$ cat src/rtl/stack16.sv
// stack16: registered LIFO of DEPTH words of WIDTH bits.
// Top-of-stack is held in a dedicated output register so that o_out never
// depends combinationally on the inputs. The storage array only holds the
// entries below and including the top; nothing past o_count is ever read out.
module stack16 #(
  parameter int WIDTH = 16,
  parameter int DEPTH = 16
) (
  input  logic                       i_clk,
  input  logic                       i_reset,
  input  logic                       i_clear,
  input  logic                       i_push,
  input  logic                       i_pop,
  input  logic [WIDTH-1:0]           i_in,
  output logic [WIDTH-1:0]           o_out,
  output logic [$clog2(DEPTH):0]     o_count,
  output logic                       o_empty,
  output logic                       o_full,
  output logic                       o_err
);

  localparam int AW = $clog2(DEPTH);
  localparam logic [AW:0] DEPTH_C = (AW+1)'(DEPTH);

  logic [WIDTH-1:0] r_mem [DEPTH];
  logic [AW:0]      r_count;
  logic [WIDTH-1:0] r_out;
  logic             r_err;

  logic             w_empty;
  logic             w_full;
  logic             w_do_push;
  logic             w_do_pop;
  logic             w_do_repl;
  logic             w_ovf;
  logic             w_unf;
  logic             w_mem_we;
  logic [AW-1:0]    w_wr_idx;
  logic [AW-1:0]    w_rd_idx;
  logic [AW:0]      w_cnt_m1;
  logic [AW:0]      w_cnt_m2;
  logic [WIDTH-1:0] w_pop_val;

  assign w_empty  = (r_count == '0);
  assign w_full   = (r_count == DEPTH_C);
  assign w_cnt_m1 = r_count - (AW+1)'(1);
  assign w_cnt_m2 = r_count - (AW+1)'(2);

  // Decode the requested operation; push+pop on an empty stack is a plain push.
  always_comb begin
    w_do_push = 1'b0;
    w_do_pop  = 1'b0;
    w_do_repl = 1'b0;
    w_ovf     = 1'b0;
    w_unf     = 1'b0;
    if (!i_clear) begin
      if (i_push && i_pop) begin
        if (w_empty) w_do_push = 1'b1;
        else         w_do_repl = 1'b1;
      end else if (i_push) begin
        if (w_full) w_ovf     = 1'b1;
        else        w_do_push = 1'b1;
      end else if (i_pop) begin
        if (w_empty) w_unf    = 1'b1;
        else         w_do_pop = 1'b1;
      end
    end
  end

  // Storage addressing: a push writes the slot at count, a replace overwrites
  // the current top at count-1; a pop reads the new top at count-2.
  always_comb begin
    w_mem_we  = w_do_push | w_do_repl;
    w_wr_idx  = w_do_repl ? w_cnt_m1[AW-1:0] : r_count[AW-1:0];
    w_rd_idx  = w_cnt_m2[AW-1:0];
    w_pop_val = (r_count == (AW+1)'(1)) ? '0 : r_mem[w_rd_idx];
  end

  // Storage array write port; contents are not reset.
  always_ff @(posedge i_clk) begin
    if (w_mem_we) r_mem[w_wr_idx] <= i_in;
  end

  // Count, top-of-stack register and sticky error flag.
  always_ff @(posedge i_clk or posedge i_reset) begin
    if (i_reset) begin
      r_count <= '0;
      r_out   <= '0;
      r_err   <= 1'b0;
    end else if (i_clear) begin
      r_count <= '0;
      r_out   <= '0;
      r_err   <= 1'b0;
    end else begin
      if (w_do_push) begin
        r_count <= r_count + (AW+1)'(1);
        r_out   <= i_in;
      end else if (w_do_repl) begin
        r_out   <= i_in;
      end else if (w_do_pop) begin
        r_count <= w_cnt_m1;
        r_out   <= w_pop_val;
      end
      if (w_ovf || w_unf) r_err <= 1'b1;
    end
  end

  assign o_out   = r_out;
  assign o_count = r_count;
  assign o_empty = w_empty;
  assign o_full  = w_full;
  assign o_err   = r_err;

endmodule
$ cat config.mk
export PLATFORM = sky130hd
export DESIGN_NAME = stack16
export DESIGN_NICKNAME = d
export VERILOG_FILES = /design/src/rtl/stack16.sv
export SDC_FILE = /design/constraint.sdc
export NUM_CORES = 1
export LEC_CHECK = 0
export ABC_AREA = 1
export BUFFER_PORTS_ARGS = -buffer_cell sky130_fd_sc_hd__clkbuf_2
export CORE_ASPECT_RATIO = 0.75
export CORE_MARGIN = 2
export CORE_UTILIZATION = 50
export DETAILED_ROUTE_END_ITERATION = 10
export HOLD_SLACK_MARGIN = 0.12
export MAX_ROUTING_LAYER = met4
export PLACE_DENSITY = 0.69
export SYNTH_ARGS = -nofsm -noshare
export SYNTH_HDL_FRONTEND = slang
export SYNTH_SLANG_ARGS = --single-unit
$ cat constraint.sdc
create_clock -name i_clk -period 3.25 [get_ports i_clk]
set_input_delay 0.1625 -clock i_clk [delete_from_list [all_inputs] [get_ports i_clk]]
set_output_delay 0.1625 -clock i_clk [all_outputs]
set_load 0.1 [all_outputs]
======== Yosys cells after proc, flatten, opt, wreduce, memory -nomap -nowiden ========
Memory sizes are Yosys's and may differ from the RTL's.
Index checks and enable logic that the tools add are counted.
storage, ports and cells
  bits in registers ....................... 22
  RAM bits ................................ 256
  memories ................................ 1
cells by class
  add/subtract/negate cells ............... 3
  equal/unequal tests ..................... 3
  multiplexer cells ....................... 34
  bitwise logic cells ..................... 1
  reduce and logical (&&, ||, !) cells .... 7
memory list
  name   words  bits a word  rd ports  clocked after memory_dff  write ports  line  RTL
  r_mem  16     16           1         0                         1            25    logic [WIDTH-1:0] r_mem [DEPTH];
operator list
  operator               number
  $mux W16               5
  $mux W1                24
  $mux W5                4
  $add A5 B1 Y5 const B  1
  $eq A5 B1 Y1 const B   1
  $eq A5 B5 Y1 const B   1
  $logic_not A5 Y1       1
  $sub A5 B1 Y5 const B  1
  $mux W4                1
  $reduce_bool A4 Y1     1
  $sub A4 B2 Y4 const B  1
  $ne A3 B3 Y1 const B   1
  $reduce_bool A3 Y1     1
  $reduce_and A2 Y1      1
  $reduce_bool A2 Y1     1
  $logic_and A1 B1 Y1    1
  $logic_or A1 B1 Y1     1
  $or A1 B1 Y1           1

======== Longest topological paths before layout ========
Gate-level depths: netlist (run 1).
  word-level depth ........................ 10
  mapped depth ............................ 16
  mapped depth without buffers ............ 12

======== Worst setup path before layout (run 1) ========
Ideal clock, no wire load.
  path kind ............................... register -> register
  start ................................... reg r_count[0], in the netlist o_count[0]
  end ..................................... mem r_mem[4][0] (enable)
  setup time .............................. 0.388 ns
  data arrival time ....................... 3.271 ns
  path slack .............................. -0.410 ns
  stages on the path, launching flop included .. 15
  path through ............................ dfrtp_1 > buf_2 > inv_2 > buf_2 > buf_2 > ha_1 > nand2_2 > nand2_2 > nand2_4 > nand2_4 > nand2_8 > buf_8 > buf_12 > nand3_2 > nor2_1
on the way
  word-level cells in the longest chain between the ends .. 8
ends and longest elaborated chain
  element                        line  RTL
  start, declared                26    logic [AW:0] r_count;
  start signal, assigned         96    r_count <= r_count + (AW+1)'(1);
  start signal, assigned         101   r_count <= w_cnt_m1;
  $eq A5 B5 Y1                   45    assign w_full = (r_count == DEPTH_C);
  $mux W1                        61    if (w_full) w_ovf = 1'b1;
  $mux W1                        60    end else if (i_push) begin
  $mux W1                        57    if (i_push && i_pop) begin
  $mux W1                        56    if (!i_clear) begin
  $or A1 B1 Y1                   73    w_mem_we = w_do_push | w_do_repl;
  $mux W1                        81    if (w_mem_we) r_mem[w_wr_idx] <= i_in;
  $mux W1 (not written as such)  81
  end, declared                  25
Several ways; a longest one is shown, not always the timed one.

======== Final worst setup path (run 1) ========
  start ................................... reg r_count[1], in the netlist o_count[1]
  end ..................................... mem r_mem[1][4] (enable)
Same word-level chain as after synthesis.

==> qor.txt, run 1 <==
Outcome: complete, no violations
FF+latch count, synth: 278
Post-Synth Adder-Cell Area: 0.698%
Final max-slew violation count: 0
Largest family of logic cells by synthesized area: simple AND/OR/NAND/NOR gates
First-pass GRT wire length: 46500 um
Layout cells sized above 1: 11.3%
Largest net degree at the start of global routing: 136
CTS root buffer: clkbuf_16
Cells resized by post-CTS repair: 0
Synth Area in Compound Gates: 0.998%
Chip Width: 187 um
H-Tree Depth: 1
Worst Path Max Fanout: 16
# rows: 50
Worst hold path type: in -> reg
Grt total ovfl: 0
Number of I/O pins: 45
Post-route DRC: 0
GRT Overall Usage: 23.7%
Via count: 8526
CTS tree: done
Initial Utilization: 50.6%
Leak: 0.00615 uW
Synthesized Nets: 1280
Max-slew headroom: 40.9%
CP startpoint kind: register
Avg Inst Size Synth: 10.0 um2
Skew final: 26.3 ps
Final setup viols: 0
RePlAce Congestion: 0.871
Final TNS setup: 0 ps
Ant. Diodes: 0
Fill cells: 2152
WL final: 29800 um
Placed wire-length estimate: 18400 um
VDD IR-drop max: 0.522 mV
Initial antenna violation count: 0
Final total power: 12100 uW
Clk sink count: 278
Crit end category: register
Hold depth: 4
Final-stage net count: 1325
Initial DRC count: 702
1st-pass router iterations: 5
Post-CTS Hold Buffers: 4
Max-Cap Viols: 0
Synthesized instance count: 1252
Tcrit/Tclk final: 83.8%
Register area share after synthesis: 65.7%
Post-CTS setup buffers: 0
Clk buf depth: 3
CTS Buf Count: 27
WP data arrival: 2980 ps
XOR/XNOR Fraction of Synth Area: 0.489%
PwrDens: 859 nW/um2
Final antenna-violating net count: 0
CP Class: reg -> reg
Number of global-route vias before repair: 8098
Worst reg-to-reg path cell count: 8
Die ar.: 26400 um2
RSZ-0062 raised after global routing: no
Syn. warnings: 0
WP data required: 3510 ps
Clock-pin transition on the worst setup and hold timing paths: 70 ps
Routed len/inst: 18.0 um
Simple-gate share of the synthesized area: 23.7%
Core footprint: 24800 um2
F_max: 0.367 GHz
Hold Vio Cnt, Final: 0
Die Y: 141 um
Yosys cell types: 36
Drt via density: 5.15
Multiplexer share of the synthesized area: 0%
Tightest Pin Transition: 887 ps
Period minus WS final: 2720 ps
Port Buf Inserts: 44
Clock Latency Late Sink: 550 ps
Post-Synthesis Cell Area: 12500 um2
Synthesis-to-finish area growth: 12.3%
-- worst max-delay path: stages (launching register included) --
cell and delay [ps]:
dfrtp_2 400, inv_2 220, ha_1 280, nand3_4 140
nand2_4 180, xor2_1 250, nand2_1 220, nor2_2 520
buf_12 220
-- flip-flops by register name (all words and copies together), names as in the netlist --
register,flops
r_mem,256
o_out,16
o_count,5
o_err,1
-- layout by cell type (no fill, tap or decap), types with 4 or more instances in the layout --
cell,Yosys,routed
buf_12,1,8
dlygate4sd3_1,0,4
o21ai_0,12,12
nor2_2,1,17
nor2_1,29,12
nand2_4,5,5
ha_1,7,7
clkbuf_1,18,6
clkbuf_2,0,42
dfrtp_1,22,20
nand2_2,5,5
clkinv_1,0,7
xor2_1,5,5
buf_4,2,19
inv_1,199,199
nand2_1,434,434
clkbuf_16,0,27
edfxtp_1,256,256
nand3_1,190,190
-- layout make-up --
class                   count  area [um2]  area share (%)
clock buffers              33         698            4.96
clock inverters            15         109           0.773
inverters                 202         761            5.40
multi-input cells         715        3290            23.4
flip-flops and latches    278        8240            58.5
well taps                 338         423            3.00
repair buffers             73         553            3.93
-- synthesized netlist by cell type, drive strengths merged --
cell type | count | area share [%]
nand2 | 445 | 14
edfxtp | 256 | 61
inv | 202 | 6.0
nand3 | 195 | 8.1
buf | 39 | 1.9
nor2 | 35 | 1.6
dfrtp | 22 | 4.4
clkbuf | 18 | 0.54
o21ai | 14 | 0.59
ha | 7 | 0.70
xor2 | 5 | 0.35
a21oi | 2 | 0.080
nor3 | 2 | 0.080
o211ai | 2 | 0.12
o22ai | 2 | 0.10
xnor2 | 2 | 0.14
a21boi | 1 | 0.060
a31oi | 1 | 0.050
nand4 | 1 | 0.050
or2 | 1 | 0.050
-- final timing paths --
check | startpoint | endpoint | slack (ps)
worst max-delay path | o_count[1]$_DFFE_PP0P_ | r_mem[1][4]$_DFFE_PP_ | 530
worst min-delay path | i_pop | o_count[1]$_DFFE_PP0P_ | 140
worst max register to register | o_count[1]$_DFFE_PP0P_ | r_mem[1][4]$_DFFE_PP_ | 530
worst min register to register | o_out[8]$_DFFE_PP0P_ | o_out[8]$_DFFE_PP0P_ | 480
max in group asynchronous | i_reset | o_count[0]$_DFFE_PP0P_ | 2260
min in group asynchronous | i_reset | o_out[10]$_DFFE_PP0P_ | 340
-- kinds of logic (layout without fill, tap and decap cells) --
| logic type | count (synthesis) | count (layout) |
|---|---|---|
| buf+inv | 259 | 323 |
| fa+ha+maj | 7 | 7 |
| xor+xnor | 7 | 7 |
| compound gates | 22 | 22 |
| flops | 278 | 278 |
| simple gates | 679 | 679 |
-- where the power goes --
part	total [uW]	internal, uW	switching, uW
Clock	2920	1610	1310
Combinational	4890	1230	3660
Sequential	4280	4180	108
-- routing by layer --
metal	global-route usage (%)	up-vias	part of all wire (%)
met5	-	-	0
met4	5.39	0	2.1
met3	4.26	49	8.2
met2	36.4	289	45
met1	33.1	4073	45
li1	-	4115	-
-- through the flow --
step	setup slack [ps]	std cells	instance area [um2]	hold slack, ps	utilization (%)
2_1_floorplan	7.44	1252	12600	152	-
3_3_place_gp	629	1602	13200	363	53.4
3_5_place_dp	578	1602	13200	370	53.4
4_1_cts	558	1654	14100	127	56.8
5_1_grt	358	1654	14100	156	56.8
6_report	527	1654	14100	137	56.8
Power figures use the tool's default switching activity.
==> run 2, diff against run 1 <==
Clock period 3.25 ns to 2.4 ns, I/O delays scaled along.
==> run 2 against run 1 <==
Effect of this change: via count is 4.4% higher; die area unchanged; clock skew is 17 ps lower; sequential cell count is the same; count of clock-buffer cells in the layout increased by 7; sequential power is 36% higher; critical path type unchanged; largest power group unchanged.
==> qor.txt, run 2 (synthesis gave the netlist of run 1 again) <==
WP data required: 2640 ps
CP Class: reg -> reg
Hold Vio Cnt, Final: 0
Worst Path Max Fanout: 13
CP startpoint kind: register
Skew final: 9.18 ps
Final max-slew violation count: 0
CTS tree: done
Die ar.: 26400 um2
Initial antenna violation count: 1
Tightest Pin Transition: 960 ps
Post-route DRC: 0
Top reg by flops: r_mem
Placed wire-length estimate: 18300 um
Grt total ovfl: 0
Period minus WS final: 2320 ps
Die Y: 141 um
F_max: 0.432 GHz
Routed len/inst: 18.3 um
Max FFs per register: 256
Fill cells: 2021
Crit end category: register
Chip Width: 187 um
Final total power: 17100 uW
VDD IR-drop max: 0.793 mV
CTS Buf Count: 26
Final-stage net count: 1393
Initial Utilization: 50.6%
Synthesis-to-finish area growth: 19.5%
Clk sink count: 278
Drt via density: 5.17
GRT Overall Usage: 25.0%
Core footprint: 24800 um2
Number of I/O pins: 45
Largest net degree at the start of global routing: 127
Layout cells sized above 1: 15.1%
Placed insts: 1639
Via count: 8905
Finished Core Util: 60.5%
Max-slew headroom: 36.0%
Most common cell after layout, fill and taps aside: nand2_1
Max-Cap Viols: 0
CTS root buffer: clkbuf_16
Final setup viols: 0
Fin cells: 1724
Tcrit/Tclk final: 96.5%
Leak: 0.00653 uW
Port Buf Inserts: 44
Most frequent cells in the layout: nand2_1 (434), edfxtp_1 (256), inv_1 (197), nand3_1 (190), buf_4 (54)
PwrDens: 1140 nW/um2
Initial DRC count: 778
H-Tree Depth: 1
Clock Latency Late Sink: 530 ps
Final worst hold slack: 346 ps
RSZ-0062 raised after global routing: no
# rows: 50
Worst hold path type: in -> async
Clk buf depth: 3
Clock-pin transition on the worst setup and hold timing paths: 60 ps
Final antenna-violating net count: 0
RePlAce Congestion: 0.880
Number of global-route vias before repair: 8530
1st-pass router iterations: 5
WP data arrival: 2550 ps
WL final: 31600 um
Outcome: complete, no violations
First-pass GRT wire length: 48800 um
## run 2: area by class of cell
cell class	count	area, um2	area share [%]
Sequential cell	278	8250	55.0
Multi-Input combinational cell	715	3430	22.9
Timing Repair Buffer	142	1330	8.87
Inverter	202	763	5.09
Clock buffer	40	744	4.97
Tap cell	338	423	2.82
Clock inverter	8	45.0	0.301
Antenna cell	1	2.50	0.0167
## run 2: worst max-delay path: stages (launching register included)
cell and delay (ps):
dfrtp_4 500, inv_4 120, ha_1 190, nand2_1 90, xor2_2 160, o21ai_2 170
buf_4 150, nand3_4 110, buf_4 170, nor2_4 150, buf_12 190
## run 2: repair_timing
item | in CTS | in global routing
cloned | 0 | 1
resized for setup | 0 | 5
setup endpoints to repair | 112 | 58
hold endpoints to repair | 298 | 0
hold buffers | 21 | 0
pin swaps | 7 | 2
setup buffers | 13 | 1
## run 2: routing by layer
metal / part of all wire [%] / vias to the layer above / routed length (um) / GRT usage, %
met5: 0 / - / 0 / -
met4: 2.8 / 0 / 875 / 7.02
met3: 8.2 / 53 / 2580 / 3.51
met2: 44 / 360 / 13900 / 37.3
met1: 45 / 4233 / 14200 / 36.0
li1: - / 4259 / - / -
## run 2: through the flow
stage               instance area [um2]  setup slack, ps  TNS, ps
floorplan                         12800             -282   -68710
global placement                  13800            -35.5    -1880
detailed placement                13800             -108    -6860
CTS                               14900             11.2        0
global route                      15000             2.03        0
finish                            15000             84.5        0
## run 2: final timing paths
check                                         end              startpoint  slack [ps]  cells after the start
hold / removal               o_out[8]$_DFFE_PP0P_                 i_reset         350                      3
max in group asynchronous  o_count[0]$_DFFE_PP0P_                 i_reset        1360                      3
setup reg to reg           r_mem[7][15]$_DFFE_PP_  o_count[1]$_DFFE_PP0P_          80                     10
setup / recovery           r_mem[7][15]$_DFFE_PP_  o_count[1]$_DFFE_PP0P_          80                     10
hold reg to reg             o_out[10]$_DFFE_PP0P_   o_out[10]$_DFFE_PP0P_         480                      2
min in group i_clk          o_out[10]$_DFFE_PP0P_   o_out[10]$_DFFE_PP0P_         480                      2
## run 2: power breakdown
part / switching (uW) / internal [uW] / total [uW]
clock network: 1740 / 2140 / 3880
logic: 5190 / 2200 / 7390
registers: 158 / 5660 / 5820
total: 7090 / 10000 / 17100
==> run 3, diff against run 2 <==
Settings changed: PLACE_DENSITY 0.69 to unset, PLACE_DENSITY_LB_ADDON set to 0.25, SETUP_SLACK_MARGIN set to 0.1.
==> run 3 against run 2 <==
Effect of this change: non-clock buffer count increased by 3; count of clock-buffer cells in the layout shrank 7; critical path type unchanged; power grew 1.0%; clock skew about the same; largest cell class unchanged.
==> qor.txt, run 3 (synthesis gave the netlist of run 1 again) <==
Outcome: complete, no violations
Crit end category: register
Placed wire-length estimate: 18200 um
Max-slew headroom: 44.3%
Final max-slew violation count: 0
Hold Vio Cnt, Final: 0
Max FFs per register: 256
Flop2flop setup slack: 170 ps
Final setup viols: 0
Initial Utilization: 50.6%
Clk sink count: 278
Period minus WS final: 2230 ps
RePlAce Congestion: 0.830
CP startpoint kind: register
Clock-pin transition on the worst setup and hold timing paths: 60 ps
GRT Overall Usage: 25.8%
Initial antenna violation count: 3
Final total power: 17300 uW
Largest net degree at the start of global routing: 135
Most common cell after layout, fill and taps aside: nand2_1
Via count: 9011
Clock Latency Late Sink: 540 ps
Layout cells sized above 1: 15.3%
Drt via density: 5.21
Number of I/O pins: 45
CTS Buf Count: 27
Worst Path Max Fanout: 16
Placed Instance Area: 13700 um2
1st-pass router iterations: 5
VDD IR-drop max: 0.836 mV
Routed len/inst: 18.7 um
CTS root buffer: clkbuf_16
Top reg by flops: r_mem
Area of the multi-input gates: 3450 um2
Final antenna-violating net count: 0
Fill cells: 1996
Most frequent cells in the layout: nand2_1 (433), edfxtp_1 (256), inv_1 (197), nand3_1 (190), buf_4 (54)
WP data arrival: 2470 ps
Initial DRC count: 816
Leak: 0.00654 uW
Number of global-route vias before repair: 8678
Die Y: 141 um
Tcrit/Tclk final: 93.1%
WP data required: 2640 ps
# rows: 50
WL final: 32400 um
F_max: 0.448 GHz
CTS tree: done
Worst hold path type: in -> async
Clk buf depth: 3
First-pass GRT wire length: 50100 um
H-Tree Depth: 1
Post-route DRC: 0
PwrDens: 1150 nW/um2
Die ar.: 26400 um2
Final-stage net count: 1397
Max-Cap Viols: 0
Register area: 8250 um2
Design Area, Final: 15000 um2
Synthesis-to-finish area growth: 20.0%
Chip Width: 187 um
Grt total ovfl: 0
CP Class: reg -> reg
RSZ-0062 raised after global routing: yes
Port Buf Inserts: 44
Skew final: 8.69 ps
Core footprint: 24800 um2
Tightest Pin Transition: 835 ps
## run 3: cell count changes in the layout (fill, tap and decap cells not counted), sizes merged
cell	before	now
buf	78	82
clkbuf	83	75
bufinv	0	1
diode	1	3
clkinv	6	13
## run 3: report_power, final
group / switching, uW / internal (uW) / leakage (uW) / total (uW)
Sequential: 164 / 5660 / 0.00259 / 5820
Combinational: 5260 / 2230 / 0.00356 / 7490
Clock: 1790 / 2170 / 0.000388 / 3950
## run 3: timing repair
action | 4_1_cts | 5_1_grt
pin swaps | 8 | 6
cloned | 0 | 1
gates resized for setup | 2 | 11
buffers inserted | 14 | 3
endpoints found under the hold margin | 286 | 0
setup endpoints to repair | 136 | 61
hold buffers | 21 | 0
## run 3: path summary, 6_finish.rpt
| kind | from | to | cells after the start |
|---|---|---|---|
| hold / removal | i_reset | o_err$_DFFE_PP0P_ | 3 |
| setup reg to reg | o_count[1]$_DFFE_PP0P_ | r_mem[10][13]$_DFFE_PP_ | 10 |
| hold reg to reg | o_out[14]$_DFFE_PP0P_ | o_out[14]$_DFFE_PP0P_ | 2 |
| min in group i_clk | o_out[14]$_DFFE_PP0P_ | o_out[14]$_DFFE_PP0P_ | 2 |
| setup / recovery | o_count[1]$_DFFE_PP0P_ | r_mem[10][13]$_DFFE_PP_ | 10 |
| max in group asynchronous | i_reset | o_count[0]$_DFFE_PP0P_ | 3 |
## run 3: per-stage QoR
step / setup slack (ps) / cells / TNS (ps) / utilization [%] / hold slack [ps]
2_1_floorplan: -282 / 1252 / -68710 / - / 109
6_report: 166 / 1730 / 0 / 60.7 / 287
3_3_place_gp: -21.8 / 1639 / -559 / 55.4 / 318
4_1_cts: 110 / 1723 / 0 / 60.3 / 300
3_5_place_dp: -68.3 / 1639 / -3150 / 55.4 / 312
5_1_grt: 69.1 / 1730 / 0 / 60.7 / 327
## run 3: metal layers
metal	GRT usage, %	part of all wire (%)	up-vias	wire, um
met5	-	0	-	0
met4	7.31	2.6	0	842
met3	4.18	7.5	62	2430
met2	38.8	45	360	14700
met1	36.6	45	4309	14500
li1	-	-	4280	-
## run 3: worst max-delay path, stage by stage, from the launching register on
cell	delay, ps
dfrtp_4	510
inv_6	100
ha_1	190
xnor2_1	140
or2_1	180
o21ai_4	100
inv_2	110
nand3_4	110
buf_4	170
nor2_4	120
buf_12	200
## run 3: area by class of cell
class	instances	share of cell area (%)
diodes	3	0.0499
flip-flops and latches	278	54.8
inverters	202	5.09
clock buffers	33	4.64
multi-input cells	715	22.9
repair buffers	145	9.01
clock inverters	16	0.665
well taps	338	2.81
